## config.mk

```make
export PLATFORM = sky130hd
export DESIGN_NAME = lsu_mem_sequencer_flat
export DESIGN_NICKNAME = d
export VERILOG_FILES = /design/src/rtl/lsu_pkg.sv /design/src/rtl/lsu_mem_sequencer_if.sv /design/src/rtl/rr_arbiter.sv /design/src/rtl/lsu_mem_sequencer.sv /design/src/flat_wrapper.sv
export SDC_FILE = /design/constraint.sdc
export NUM_CORES = 1
export LEC_CHECK = 0
export CAP_MARGIN = 10
export CORE_AREA = 2 2 506 508
export DETAILED_ROUTE_END_ITERATION = 8
export DIE_AREA = 0 0 508 510
export SYNTH_ARGS = -nofsm -noshare
export SYNTH_HDL_FRONTEND = slang
export SYNTH_SLANG_ARGS = --single-unit
export TNS_END_PERCENT = 30
```

## constraint.sdc

```tcl
create_clock -name clk -period 3.8 [get_ports clk]
set_input_delay 0.76 -clock clk [delete_from_list [all_inputs] [get_ports clk]]
set_output_delay 0.76 -clock clk [all_outputs]
set_load 0.02 [all_outputs]
```

## src/rtl/lsu_pkg.sv

```systemverilog
// Shared types and sizing for the LSU memory sequencer: lane/warp counts,
// FSM state encoding and the latched request record.
package lsu_pkg;

  localparam int NUM_WARPS  = 4;
  localparam int NUM_LANES  = 8;
  localparam int DATA_WIDTH = 16;
  localparam int ADDR_WIDTH = 8;

  typedef enum logic [1:0] {
    IDLE,
    ISSUE,
    WAIT,
    RESP
  } lsu_state_t;

  typedef logic [NUM_LANES-1:0][DATA_WIDTH-1:0] lane_data_t;
  typedef logic [NUM_LANES-1:0][ADDR_WIDTH-1:0] lane_addr_t;

  typedef struct packed {
    logic                 write;
    logic [3:0]           dest;
    logic [NUM_LANES-1:0] mask;
    lane_addr_t           addr;
    lane_data_t           wdata;
  } lsu_req_t;

endpackage

```

## src/rtl/lsu_mem_sequencer_if.sv

```systemverilog
// Bundle of warp request, memory port and write-back/completion signals
// around the LSU memory sequencer.
interface lsu_mem_sequencer_if;
  import lsu_pkg::*;

  logic [NUM_WARPS-1:0]                req_valid;
  logic [NUM_WARPS-1:0]                req_ready;
  logic [NUM_WARPS-1:0]                req_write;
  logic [NUM_WARPS-1:0][3:0]           req_dest;
  logic [NUM_WARPS-1:0][NUM_LANES-1:0] req_mask;
  lane_addr_t [NUM_WARPS-1:0]          req_addr;
  lane_data_t [NUM_WARPS-1:0]          req_wdata;

  logic                 mem_en;
  logic                 mem_we;
  logic [NUM_LANES-1:0] mem_lane_en;
  lane_addr_t           mem_addr;
  lane_data_t           mem_wdata;
  lane_data_t           mem_rdata;

  logic                 wb_valid;
  logic [1:0]           wb_warp;
  logic [3:0]           wb_dest;
  logic [NUM_LANES-1:0] wb_mask;
  lane_data_t           wb_data;

  logic                 done_valid;
  logic [1:0]           done_warp;
  logic                 busy;

  // The sequencer side: receives requests and read data, drives everything else.
  modport slave (
    input  req_valid, req_write, req_dest, req_mask, req_addr, req_wdata, mem_rdata,
    output req_ready, mem_en, mem_we, mem_lane_en, mem_addr, mem_wdata,
    output wb_valid, wb_warp, wb_dest, wb_mask, wb_data, done_valid, done_warp, busy
  );

  modport master (
    output req_valid, req_write, req_dest, req_mask, req_addr, req_wdata, mem_rdata,
    input  req_ready, mem_en, mem_we, mem_lane_en, mem_addr, mem_wdata,
    input  wb_valid, wb_warp, wb_dest, wb_mask, wb_data, done_valid, done_warp, busy
  );

endinterface

```

## src/rtl/rr_arbiter.sv

```systemverilog
// Four-way round-robin arbiter: grants the first requester at or after ptr,
// wrapping from the highest index back to 0.
module rr_arbiter
  import lsu_pkg::*;
(
  input  logic [NUM_WARPS-1:0] req,
  input  logic [1:0]           ptr,
  output logic [NUM_WARPS-1:0] grant,
  output logic [1:0]           idx,
  output logic                 any
);

  logic [1:0] cand;

  always_comb begin
    grant = '0;
    idx   = '0;
    any   = 1'b0;
    cand  = '0;
    for (int k = 0; k < NUM_WARPS; k++) begin
      cand = ptr + 2'(k);
      if (!any && req[cand]) begin
        any         = 1'b1;
        grant[cand] = 1'b1;
        idx         = cand;
      end
    end
  end

endmodule

```

## src/rtl/lsu_mem_sequencer.sv

```systemverilog
// Arbitrates warp load/store requests onto the single 8-lane data-memory port,
// waits the fixed memory latency and reports write-back and completion.
module lsu_mem_sequencer
  import lsu_pkg::*;
#(
  parameter int MEM_LATENCY = 1
) (
  input logic                clk,
  input logic                reset,
  lsu_mem_sequencer_if.slave bus
);

  localparam int CNT_W = (MEM_LATENCY > 1) ? $clog2(MEM_LATENCY) : 1;

  lsu_state_t state_q, state_d;
  logic [1:0] rr_ptr_q;
  logic [1:0] warp_q;
  lsu_req_t   req_q;
  lsu_req_t   sel_req;
  lane_data_t rdata_q;
  logic [CNT_W-1:0] cnt_q;

  logic [NUM_WARPS-1:0] grant;
  logic [1:0]           grant_idx;
  logic                 grant_any;
  logic                 accept;
  logic                 load_resp;

  rr_arbiter u_arb (
    .req   (bus.req_valid),
    .ptr   (rr_ptr_q),
    .grant (grant),
    .idx   (grant_idx),
    .any   (grant_any)
  );

  always_comb begin
    sel_req       = '0;
    sel_req.write = bus.req_write[grant_idx];
    sel_req.dest  = bus.req_dest[grant_idx];
    sel_req.mask  = bus.req_mask[grant_idx];
    sel_req.addr  = bus.req_addr[grant_idx];
    sel_req.wdata = bus.req_wdata[grant_idx];
  end

  // A grant during reset would be lost, so the accept is suppressed while reset is high.
  always_comb begin
    state_d = state_q;
    accept  = 1'b0;
    unique case (state_q)
      IDLE: begin
        if (grant_any && !reset) begin
          accept  = 1'b1;
          state_d = (sel_req.mask == '0) ? RESP : ISSUE;
        end
      end
      ISSUE:   state_d = WAIT;
      WAIT:    if (cnt_q == '0) state_d = RESP;
      RESP:    state_d = IDLE;
      default: state_d = IDLE;
    endcase
  end

  always_ff @(posedge clk) begin
    if (reset) begin
      state_q  <= IDLE;
      rr_ptr_q <= '0;
      warp_q   <= '0;
      req_q    <= '0;
      rdata_q  <= '0;
      cnt_q    <= '0;
    end else begin
      state_q <= state_d;
      if (accept) begin
        req_q    <= sel_req;
        warp_q   <= grant_idx;
        rr_ptr_q <= grant_idx + 2'd1;
        rdata_q  <= '0;
      end
      if (state_q == ISSUE) begin
        cnt_q <= CNT_W'(MEM_LATENCY - 1);
      end else if (state_q == WAIT && cnt_q != '0) begin
        cnt_q <= cnt_q - 1'b1;
      end
      if (state_q == WAIT && cnt_q == '0) begin
        for (int i = 0; i < NUM_LANES; i++) begin
          rdata_q[i] <= req_q.mask[i] ? bus.mem_rdata[i] : '0;
        end
      end
    end
  end

  // Empty-mask loads have nothing to write back, so they only report completion.
  assign load_resp = (state_q == RESP) && !req_q.write && (req_q.mask != '0);

  always_comb begin
    bus.req_ready   = (state_q == IDLE && !reset) ? grant : '0;
    bus.mem_en      = 1'b0;
    bus.mem_we      = 1'b0;
    bus.mem_lane_en = '0;
    bus.mem_addr    = '0;
    bus.mem_wdata   = '0;
    bus.wb_valid    = 1'b0;
    bus.wb_warp     = '0;
    bus.wb_dest     = '0;
    bus.wb_mask     = '0;
    bus.wb_data     = '0;
    bus.done_valid  = 1'b0;
    bus.done_warp   = '0;
    bus.busy        = (state_q != IDLE);
    if (state_q == ISSUE) begin
      bus.mem_en      = 1'b1;
      bus.mem_we      = req_q.write;
      bus.mem_lane_en = req_q.mask;
      bus.mem_addr    = req_q.addr;
      bus.mem_wdata   = req_q.wdata;
    end
    if (state_q == RESP) begin
      bus.done_valid = 1'b1;
      bus.done_warp  = warp_q;
    end
    if (load_resp) begin
      bus.wb_valid = 1'b1;
      bus.wb_warp  = warp_q;
      bus.wb_dest  = req_q.dest;
      bus.wb_mask  = req_q.mask;
      bus.wb_data  = rdata_q;
    end
  end

endmodule

```

## src/flat_wrapper.sv

```systemverilog
// flat-port wrapper written by rule: the top's interface ports become plain ports
module lsu_mem_sequencer_flat import lsu_pkg::*;
#(
  parameter int MEM_LATENCY = 1
)
  (clk, reset, bus_req_valid, bus_req_write, bus_req_dest, bus_req_mask, bus_req_addr, bus_req_wdata, bus_mem_rdata, bus_req_ready, bus_mem_en, bus_mem_we, bus_mem_lane_en, bus_mem_addr, bus_mem_wdata, bus_wb_valid, bus_wb_warp, bus_wb_dest, bus_wb_mask, bus_wb_data, bus_done_valid, bus_done_warp, bus_busy);
  lsu_mem_sequencer_if bus_i ();
  input logic clk;
  input logic reset;
  input wire logic [$bits(bus_i.req_valid)-1:0] bus_req_valid;
  input wire logic [$bits(bus_i.req_write)-1:0] bus_req_write;
  input wire logic [$bits(bus_i.req_dest)-1:0] bus_req_dest;
  input wire logic [$bits(bus_i.req_mask)-1:0] bus_req_mask;
  input wire logic [$bits(bus_i.req_addr)-1:0] bus_req_addr;
  input wire logic [$bits(bus_i.req_wdata)-1:0] bus_req_wdata;
  input wire logic [$bits(bus_i.mem_rdata)-1:0] bus_mem_rdata;
  output wire logic [$bits(bus_i.req_ready)-1:0] bus_req_ready;
  output wire logic [$bits(bus_i.mem_en)-1:0] bus_mem_en;
  output wire logic [$bits(bus_i.mem_we)-1:0] bus_mem_we;
  output wire logic [$bits(bus_i.mem_lane_en)-1:0] bus_mem_lane_en;
  output wire logic [$bits(bus_i.mem_addr)-1:0] bus_mem_addr;
  output wire logic [$bits(bus_i.mem_wdata)-1:0] bus_mem_wdata;
  output wire logic [$bits(bus_i.wb_valid)-1:0] bus_wb_valid;
  output wire logic [$bits(bus_i.wb_warp)-1:0] bus_wb_warp;
  output wire logic [$bits(bus_i.wb_dest)-1:0] bus_wb_dest;
  output wire logic [$bits(bus_i.wb_mask)-1:0] bus_wb_mask;
  output wire logic [$bits(bus_i.wb_data)-1:0] bus_wb_data;
  output wire logic [$bits(bus_i.done_valid)-1:0] bus_done_valid;
  output wire logic [$bits(bus_i.done_warp)-1:0] bus_done_warp;
  output wire logic [$bits(bus_i.busy)-1:0] bus_busy;
  assign bus_i.req_valid = bus_req_valid;
  assign bus_i.req_write = bus_req_write;
  assign bus_i.req_dest = bus_req_dest;
  assign bus_i.req_mask = bus_req_mask;
  assign bus_i.req_addr = bus_req_addr;
  assign bus_i.req_wdata = bus_req_wdata;
  assign bus_i.mem_rdata = bus_mem_rdata;
  assign bus_req_ready = bus_i.req_ready;
  assign bus_mem_en = bus_i.mem_en;
  assign bus_mem_we = bus_i.mem_we;
  assign bus_mem_lane_en = bus_i.mem_lane_en;
  assign bus_mem_addr = bus_i.mem_addr;
  assign bus_mem_wdata = bus_i.mem_wdata;
  assign bus_wb_valid = bus_i.wb_valid;
  assign bus_wb_warp = bus_i.wb_warp;
  assign bus_wb_dest = bus_i.wb_dest;
  assign bus_wb_mask = bus_i.wb_mask;
  assign bus_wb_data = bus_i.wb_data;
  assign bus_done_valid = bus_i.done_valid;
  assign bus_done_warp = bus_i.done_warp;
  assign bus_busy = bus_i.busy;
  lsu_mem_sequencer #(.MEM_LATENCY(MEM_LATENCY)) u_core (.clk(clk), .reset(reset), .bus(bus_i));
endmodule
```

==> flow_metrics.tcl <==
set metrics [dict create \
    syn_avg_cell_area_um2 6.75 \
    regArea_mm2 0.00681 \
    overflow 0 \
    syn-num-nets 4023 \
    max-cap-violations 0 \
    cts_buffer_depth 3 \
    grt_pass1_vias 27300 \
    drive_gt1_share_pct 8.71 \
    syn_inst 3057 \
    die_w_um 508 \
    synth_edf_count 0 \
    synthFlopType "dfxtp_1" \
    power.density_mw_per_mm2 618 \
    cp-start-kind "input port" \
    post-route-min-period_ps 3780 \
    cellLeakagePower_uw 0.0162 \
    wire_per_inst_um 30.9 \
    fin_crit_sh_pct 99.4 \
    finalNetCount 5263 \
    finalWeightedCongestion 0.924 \
    antenna_found_initial 304 \
    fmax_mhz 265 \
    worstHoldPathType "input port to register" \
    timing.slew.headroom_pct 30.6 \
    start_util_pct 8.14 \
    cts_tree "built" \
    power_uw 25700 \
    cp_slowest_cell "clkdlybuf4s50_1" \
    path_class "input port to primary output" \
    maxSlewViolCount 0 \
    syn2layout_area_growth_pct 102 \
    cts_made_buffers 52 \
    setup_viol 0 \
    die_y_um 510 \
    grt_max_degree 129 \
    drc_errors 0 \
    instances_no_fill 7817 \
    die_area_mm2 0.259 \
    ctsHoldBuffers 0 \
    rrSetupSlack_ps 320 \
    fin_skew_ps 24.2 \
    clock_sinks 340 \
    clk_latency_ps 700 \
    synth_area_mm2 0.0206 \
    holdWs_ps 426 \
    cp_max_fo 7 \
    ys_ff_latch 340 \
    clock_tree.root_cell "clkbuf_16" \
    dpl.hpwl_um 207000 \
    drt_wl_total_um 242000 \
    yosysSeqAreaShare_pct 33.0 \
    cp_cell_sequence "clkdlybuf4s50_1, buf_4, and3b_1, a21oi_2, o41ai_4, a31o_2, a221oi_1, nor2_1, buf_12" \
    grt_util_all_layers_pct 17.9 \
    cts_max_level 2 \
    worst_pin_slew_ps 1040 \
    drtPass1Iterations 5 \
    clk_pin_slew_ps 70 \
    cp.required_ps 3040 \
    dr.first_iter.drc_count 2012 \
    ant_nets 0 \
    multi_input_area_mm2 0.0127 \
    grt_pass1_wl_um 299000 \
    worstSetupEndpointType "primary output" \
    nFillCells 28900 \
    dp_cells 7606 \
    hold_viol 0 \
    core_mm2 0.253 \
    io_buffers 1306 \
    vias 28400 \
    async_reset_ff_share_pct 0 \
    routed_via_density 3.63 \
    pin_count 1307 \
    max_stage_delay_ps 670 \
    status "finished clean" \
    yosysUniqueCellTypes 50 \
    ys_warn_count 0 \
    fp-row-count 185 \
    vdd_drop_max_mv 0.355 \
    rsz0062_at_grt "true" \
    arrival_ps 3020 \
]
cell families (layout without fill, tap and decap cells):
family | after synthesis | after routing | share of synthesized area [%]
AOI/OAI and AO/OA | 185 | 185 | 7.51
xor gates and xnor gates | 1 | 1 | 0.0425
adders and majority gates | 12 | 12 | 0.728
buffers and inverters | 299 | 1582 | 5.84
DFF | 340 | 340 | 33.0
muxes | 11 | 11 | 0.770
other | 0 | 111 | 0
and+or+nand+nor | 2209 | 2209 | 52.1
flip-flops by register name (all words and copies together), names as in the netlist:
signal / count
u_core.rdata_q: 128
u_core.rr_ptr_q: 2
u_core.state_q: 2
u_core.warp_q: 2
u_core.req_q: 205
u_core.cnt_q: 1
cells in the final DEF, fill, tap and decap left out, types with 21 or more instances in the layout:
cell and n:
nand2_1 1002, a22o_1 112, a22oi_1 21, nand3b_1 204, nor2_1 34, buf_12 126, clkbuf_16 53, clkdlybuf4s50_1 1203
and2_1 352, dfxtp_1 336, nand3_1 598, diode_2 111, buf_4 127
final timing paths:
| check | from | endpoint | depth (start not counted) |
|---|---|---|---|
| min | reset | u_core.req_q[197] | 3 |
| max reg2reg | u_core.rr_ptr_q[0] | u_core.state_q[1] | 12 |
| max | bus_req_valid[0] | bus_req_ready[1] | 9 |
| min reg2reg | u_core.req_q[127] | u_core.req_q[127] | 2 |
layout make-up:
| cell class | count | area share (%) |
|---|---|---|
| Antenna cell | 111 | 0.668 |
| Clock buffer | 71 | 3.54 |
| Clock inverter | 26 | 0.932 |
| Inverter | 21 | 0.189 |
| Multi-Input combinational cell | 2418 | 30.6 |
| Sequential cell | 340 | 16.4 |
| Tap cell | 3366 | 10.1 |
| Timing Repair Buffer | 1464 | 37.6 |
routing by layer:
metal  global-route usage [%]  wire length, um  part of all wire (%)
met1                     19.0            87400                    36
met2                     28.7           111000                    46
met3                     10.3            32900                    14
met4                     7.59             9540                   3.9
met5                        0             1350                  0.56
through the flow:
stage	util (%)	setup TNS, ps	setup WS (ps)	instance area, um^2
global route	16.4	-22.0	-11.5	41500
floorplan	-	0	373	20600
finish	16.4	0	24.4	41600
global placement	15.5	-1080	-488	39300
CTS	16.3	-17.5	-17.5	41300
detailed placement	15.5	-722	-440	39300
report_power, final:
group          switching [uW]  internal [uW]  total, uW
clock network            2380           3220       5600
registers                 683           4670       5350
logic                    9210           5550      14800
total                   12300          13400      25700
cells in the mapped netlist, drive strengths merged, types with 3 or more instances:
cell    instances  share of area (%)
nand3b        204                7.4
a221oi          5               0.21
nor2           37               0.71
nor4            5               0.15
clkbuf        204                3.7
o221ai          8               0.34
dfxtp         340                 33
a22o          112                4.8
a21oi           9               0.22
buf            74                1.7
nand2        1002                 18
and2          352                 11
inv            21               0.38
mux2i           6               0.37
ha             12               0.73
nand3         598                 15
o21ai           7               0.17
o211ai         13               0.50
mux2            3               0.18
a22oi          21               0.76
worst max-delay path, delay by kind of cell:
kind                   cells  cell delay [ps]
AND/OR/NAND/NOR            2              420
buffers and inverters      3             1050
AO/OA/AOI/OAI              4              770
what timing repair did:
| action | CTS | global route |
|---|---|---|
| resized for setup | 18 | 2 |
| cloned | 1 | 0 |
| buffers inserted | 1 | 1 |
| setup endpoints to repair | 120 | 6 |
No activity file was read; power rests on OpenSTA's default activity.
